**config.mk**
```make
export PLATFORM = sky130hd
export DESIGN_NAME = aes_round_ctrl
export DESIGN_NICKNAME = d
export VERILOG_FILES = /design/src/rtl/aes_round_ctrl_pkg.sv /design/src/rtl/aes_rcon_gen.sv /design/src/rtl/aes_round_ctrl.sv
export SDC_FILE = /design/constraint.sdc
export NUM_CORES = 1
export LEC_CHECK = 0
export BUFFER_PORTS_ARGS = -buffer_cell sky130_fd_sc_hd__buf_2
export CAP_MARGIN = 20
export CORE_MARGIN = 3
export CORE_UTILIZATION = 47
export DETAILED_ROUTE_END_ITERATION = 10
export GPL_TIMING_DRIVEN = 0
export PLACE_DENSITY_LB_ADDON = 0.08
export SLEW_MARGIN = 20
export SYNTH_ARGS = -nofsm -noshare
export SYNTH_HDL_FRONTEND = slang
export SYNTH_SLANG_ARGS = --single-unit
```
**constraint.sdc**
```tcl
create_clock -name clk -period 1.5 [get_ports clk]
set_input_delay 0.075 -clock clk [delete_from_list [all_inputs] [get_ports clk]]
set_output_delay 0.075 -clock clk [all_outputs]
set_load 0.01 [all_outputs]
```
**src/rtl/aes_round_ctrl_pkg.sv**
```systemverilog
// Shared types, constants and helpers for the AES round sequencer.
package aes_ctrl_pkg;

  typedef enum logic [1:0] {
    ST_IDLE  = 2'd0,
    ST_ROUND = 2'd1,
    ST_FINAL = 2'd2,
    ST_HOLD  = 2'd3
  } aes_ctrl_state_t;

  localparam int unsigned NR_AES128 = 10;
  localparam int unsigned NR_AES192 = 12;
  localparam int unsigned NR_AES256 = 14;

  localparam logic [7:0] RCON_INIT = 8'h01;

  // GF(2^8) multiply by x with the AES reduction polynomial.
  function automatic logic [7:0] xtime8(input logic [7:0] b);
    return {b[6:0], 1'b0} ^ (b[7] ? 8'h1B : 8'h00);
  endfunction

endpackage

```
**src/rtl/aes_rcon_gen.sv**
```systemverilog
// Round-constant register: loads 0x01, steps by xtime, clears to zero.
module aes_rcon_gen
  import aes_ctrl_pkg::*;
(
  input  logic       clk,
  input  logic       rst,
  input  logic       init,
  input  logic       advance,
  input  logic       clear,
  output logic [7:0] rcon
);

  logic [7:0] rcon_q;
  logic [7:0] rcon_d;

  // Next rcon: clear beats init, init beats advance.
  always_comb begin
    rcon_d = rcon_q;
    if (clear) begin
      rcon_d = '0;
    end else if (init) begin
      rcon_d = RCON_INIT;
    end else if (advance) begin
      rcon_d = xtime8(rcon_q);
    end
  end

  // rcon register, async active-low reset.
  always_ff @(posedge clk or negedge rst) begin
    if (!rst) begin
      rcon_q <= '0;
    end else begin
      rcon_q <= rcon_d;
    end
  end

  assign rcon = rcon_q;

endmodule

```
**src/rtl/aes_round_ctrl.sv**
```systemverilog
// Iterative AES round sequencer: load handshake, round/rcon stepping,
// result handshake and register-bank clock-gate enable.
module aes_round_ctrl
  import aes_ctrl_pkg::*;
#(
  parameter int unsigned NR        = NR_AES128,
  parameter int unsigned IDLE_HOLD = 2
) (
  input  logic       clk,
  input  logic       rst,
  input  logic       flush,
  input  logic       ld_valid,
  output logic       ld_ready,
  input  logic       out_ready,
  output logic       out_valid,
  output logic       sel_init,
  output logic       round_en,
  output logic       kexp_en,
  output logic       last_round,
  output logic [3:0] round,
  output logic [7:0] rcon,
  output logic       cg_en
);

  localparam logic [3:0] NR_L      = 4'(NR);
  localparam logic [3:0] LAST_FULL = 4'(NR - 1);
  localparam logic [3:0] HOLD_INIT = 4'(IDLE_HOLD);

  aes_ctrl_state_t state_q, state_d;
  logic [3:0]      round_q, round_d;
  logic [3:0]      cnt_q, cnt_d;
  logic            rc_init, rc_adv, rc_clr;

  aes_rcon_gen u_rcon (
    .clk     (clk),
    .rst     (rst),
    .init    (rc_init),
    .advance (rc_adv),
    .clear   (rc_clr),
    .rcon    (rcon)
  );

  // Next-state, round counter, idle-hold counter and output decode.
  always_comb begin
    state_d    = state_q;
    round_d    = round_q;
    cnt_d      = cnt_q;
    ld_ready   = 1'b0;
    sel_init   = 1'b0;
    round_en   = 1'b0;
    kexp_en    = 1'b0;
    last_round = 1'b0;
    out_valid  = 1'b0;
    cg_en      = 1'b1;
    rc_init    = 1'b0;
    rc_adv     = 1'b0;
    rc_clr     = 1'b0;

    case (state_q)
      ST_IDLE: begin
        ld_ready = !flush;
        sel_init = 1'b1;
        cg_en    = ld_valid | (cnt_q != '0);
        if (ld_valid && !flush) begin
          round_en = 1'b1;
          kexp_en  = 1'b1;
          rc_init  = 1'b1;
          cnt_d    = '0;
          if (NR > 1) begin
            state_d = ST_ROUND;
            round_d = 4'd1;
          end else begin
            state_d = ST_FINAL;
            round_d = NR_L;
          end
        end else if (cnt_q != '0) begin
          cnt_d = cnt_q - 4'd1;
        end
      end
      ST_ROUND: begin
        round_en = 1'b1;
        kexp_en  = 1'b1;
        rc_adv   = 1'b1;
        round_d  = round_q + 4'd1;
        if (round_q == LAST_FULL) begin
          state_d = ST_FINAL;
        end
      end
      ST_FINAL: begin
        round_en   = 1'b1;
        kexp_en    = 1'b1;
        last_round = 1'b1;
        rc_clr     = 1'b1;
        state_d    = ST_HOLD;
      end
      ST_HOLD: begin
        out_valid = 1'b1;
        if (out_ready) begin
          state_d = ST_IDLE;
          round_d = '0;
          cnt_d   = HOLD_INIT;
        end
      end
      default: begin
        state_d = ST_IDLE;
        round_d = '0;
      end
    endcase

    // Abort overrides every transition; only an actual entry into IDLE
    // reloads the idle-hold counter.
    if (flush) begin
      state_d = ST_IDLE;
      round_d = '0;
      rc_clr  = 1'b1;
      if (state_q != ST_IDLE) begin
        cnt_d = HOLD_INIT;
      end
    end
  end

  // State, round and idle-hold registers, async active-low reset.
  always_ff @(posedge clk or negedge rst) begin
    if (!rst) begin
      state_q <= ST_IDLE;
      round_q <= '0;
      cnt_q   <= '0;
    end else begin
      state_q <= state_d;
      round_q <= round_d;
      cnt_q   <= cnt_d;
    end
  end

  assign round = round_q;

endmodule

```
==> results.toml <==
[global_routing]
grt_pass1_vias = 912
antenna_found_initial = 0
grt_pass1_wl_um = 4170
grt_start_max_net_pins = 19
grt_overflow = 0
track_usage_pct = 19.4

[timing]
period_minus_slack_ns = 1.68
fin_setup_tns_ns = -1.73
clock_skew_ns = 0.00115
drv_slew = 0
fmax_mhz = 594
layout_setup_ws_ns = -0.185
fin_hold_ws_ns = 0.0845
tightest_slew_ns = 0.427
max_slew_margin_pct = 71.6
hold_violations = 0
setup_violations = 15
rsz0062_at_grt = "yes"
fin_crit_sh_pct = 112

[drt]
num_vias = 1034
drtPass1Iterations = 4
ant_nets = 0
vias_per_cell = 5.30
drc_errors = 0
first_iter_violations = 21
wl_per_cell_um = 15.5
drt-total-wl_um = 3020

[pwr]
p_clk_share_pct = 9.4
power.density_mw_per_mm2 = 1860
combinationalPowerShare_pct = 68.1
p_leak_uw = 0.000814
ir_worst_vdd_mv = 1.44
switching_share_pct = 39.9
p_seq_share_pct = 22.5
p_int_uw = 1910
power_switching_uw = 1270
finalPower_uw = 3180

[hold_path]
hold_start = "out_ready"
hold_class = "in -> reg"

[cts]
htreeDepth = 1
numCtsBuffers = 3
cts_root_buf = "clkbuf_4"
clk_latency_ns = 0.29
clock_path_buffers = 2
tritoncts = "yes"
clk_pin_slew_ns = 0.11
cts_sinks = 18

[setup_path]
cp_cell_sequence = "inv_2, ha_4, buf_6, buf_4, buf_8, and4bb_2, a21oi_1, a311oi_1"
startpoint = "state_q[1]"
crit_path_start_kind = "flop"
cp.required_ns = 1.70
rr_startpoint = "state_q[1]"
arrival_ns = 1.88
path_class = "reg -> reg"
endpoint_kind = "flop"
cp_max_fo = 5
cp_slowest_stage_delay_ns = 0.42
slowest_stage = "dfrtp_1"

[synthesis]
ys_seq_area_share_pct = 41.1
yosys.area_share.simple_pct = 20.3
synthMuxAreaShare_pct = 7.43
yosys_register_bits = 18
synth_flop_cell = "dfrtp_1"
synth_cells = 115
synth_edf_count = 0
synth_top_family_by_area = "simple AND/OR/NAND/NOR gates"
synth_xor_area_share_pct = 2.40
async_reset_ff_share_pct = 100
synthAdderAreaFrac_pct = 9.14
synth_cell_types = 33
syn_avg_cell_area_sq_um = 9.52
yosys_warnings = 0
syn-num-nets = 128
synth_compound_area_share_pct = 14.9
synth_area_sq_mm = 0.00109

[status]
violations = "setup timing"
outcome = "complete, but fails checks"

[finish]
fillers = 111
syn2layout_area_growth_pct = 55.8
layout_common_cells = "24 x buf_4, 21 x buf_2, 18 x dfrtp_1"
layout-drive-gt1-share_pct = 48.8
multi_input_area_sq_um = 767
antenna_cells = 0
seqCellArea_sq_um = 450
final_net_count = 182
final_common_cell = "buf_4"

[die]
io_pins = 24
start_util_pct = 52.6
die-area_sq_mm = 0.00294
die_w_um = 54.3
coreArea_sq_mm = 0.00208
rows = 16
die_h_um = 54.3

[placement]
routabilityCongestion = 0.800
hpwl_um = 1580
io_buffer_count = 23

[run]
maxCapViolations = 0
## path summary, 6_finish.rpt
| kind | slack (ns) | cells after the start | endpoint |
|---|---|---|---|
| min | 0.08 | 3 | cnt_q[1] |
| max in group asynchronous | 0.96 | 2 | round[0] |
| max | -0.18 | 8 | cnt_q[2] |
| max reg2reg | -0.18 | 8 | cnt_q[2] |
| min in group asynchronous | 0.24 | 2 | round[3] |
| min reg2reg | 0.55 | 2 | u_rcon.rcon[6] |
## state kept, by name (all words and copies together), names as in the netlist
register,count
cnt_q,4
u_rcon.rcon,8
round,4
state_q,2
## synth_stat cells (3+ instances only)
master | number | area (sq um)
nor2_1 | 16 | 60.1
dfrtp_1 | 18 | 450
xnor2_1 | 3 | 26.3
nand2b_1 | 8 | 50.1
a211oi_1 | 3 | 22.5
ha_1 | 8 | 100
mux2i_1 | 7 | 70.1
a21oi_1 | 3 | 15.0
nor2b_1 | 3 | 18.8
inv_1 | 6 | 22.5
o21ai_0 | 6 | 30.0
nand2_1 | 6 | 22.5
## kinds of logic (layout without fill, tap and decap cells)
logic type               Yosys count  count (layout)
XOR/XNOR                           3               3
AND/OR/NAND/NOR                   43              43
AO/OA/AOI/OAI                     24              24
adder cells (fa/ha/maj)            8               8
buffers and inverters             11              64
multiplexers                       8               8
flip-flops                        18              18
## worst max-delay path, delay by kind of cell, from the launching register on
kind | cells | cell delay (ns)
buffers and inverters | 4 | 0.44
DFF | 1 | 0.42
and+or+nand+nor | 1 | 0.30
AOI/OAI and AO/OA | 2 | 0.29
adders and majority gates | 1 | 0.15
## power groups by stage
stage          registers [uW]  logic (uW)  clock network (uW)
6_report                  716        2160                 300
5_1_grt                   728        2320                 331
4_1_cts                   707        1520                 309
3_5_place_dp              724        1140                   0
3_3_place_gp              723        1130                   0
2_1_floorplan             735         831                   0
## cell type report
| class | instances | share of cell area [%] |
|---|---|---|
| clock buffer | 4 | 2.13 |
| timing repair buffer | 49 | 20.8 |
| tap | 27 | 1.98 |
| buffer | 5 | 2.42 |
| inverter | 6 | 1.32 |
| multi-input combinational | 86 | 45.0 |
| sequential | 18 | 26.4 |
## routing by layer
metal  vias up  routed length [um]  global-route usage [%]
met5         -                   0                       0
met3         2                 128                    3.27
li1        511                   -                       -
met4         0                  12                    7.05
met1       493                1350                    24.9
met2        28                1530                    32.7
## repair_timing
item                                   in CTS  in global routing
gates cloned                                0                  1
endpoints found under the hold margin      18                  0
pin swaps                                   7                 13
hold buffers                                1                  0
setup buffers                              11                 13
setup endpoints to repair                  13                 22
gates resized for setup                    15                 29
## through the flow
stage / setup WS (ns) / std cells / cell area (sq um) / util, %
global route: -0.267 / 195 / 1710 / 81.9
floorplan: 0.00131 / 115 / 1110 / -
global placement: -0.106 / 165 / 1260 / 60.5
CTS: -0.111 / 181 / 1470 / 70.7
finish: -0.185 / 195 / 1710 / 81.9
detailed placement: -0.143 / 165 / 1260 / 60.5
Power figures use the tool's default switching activity.
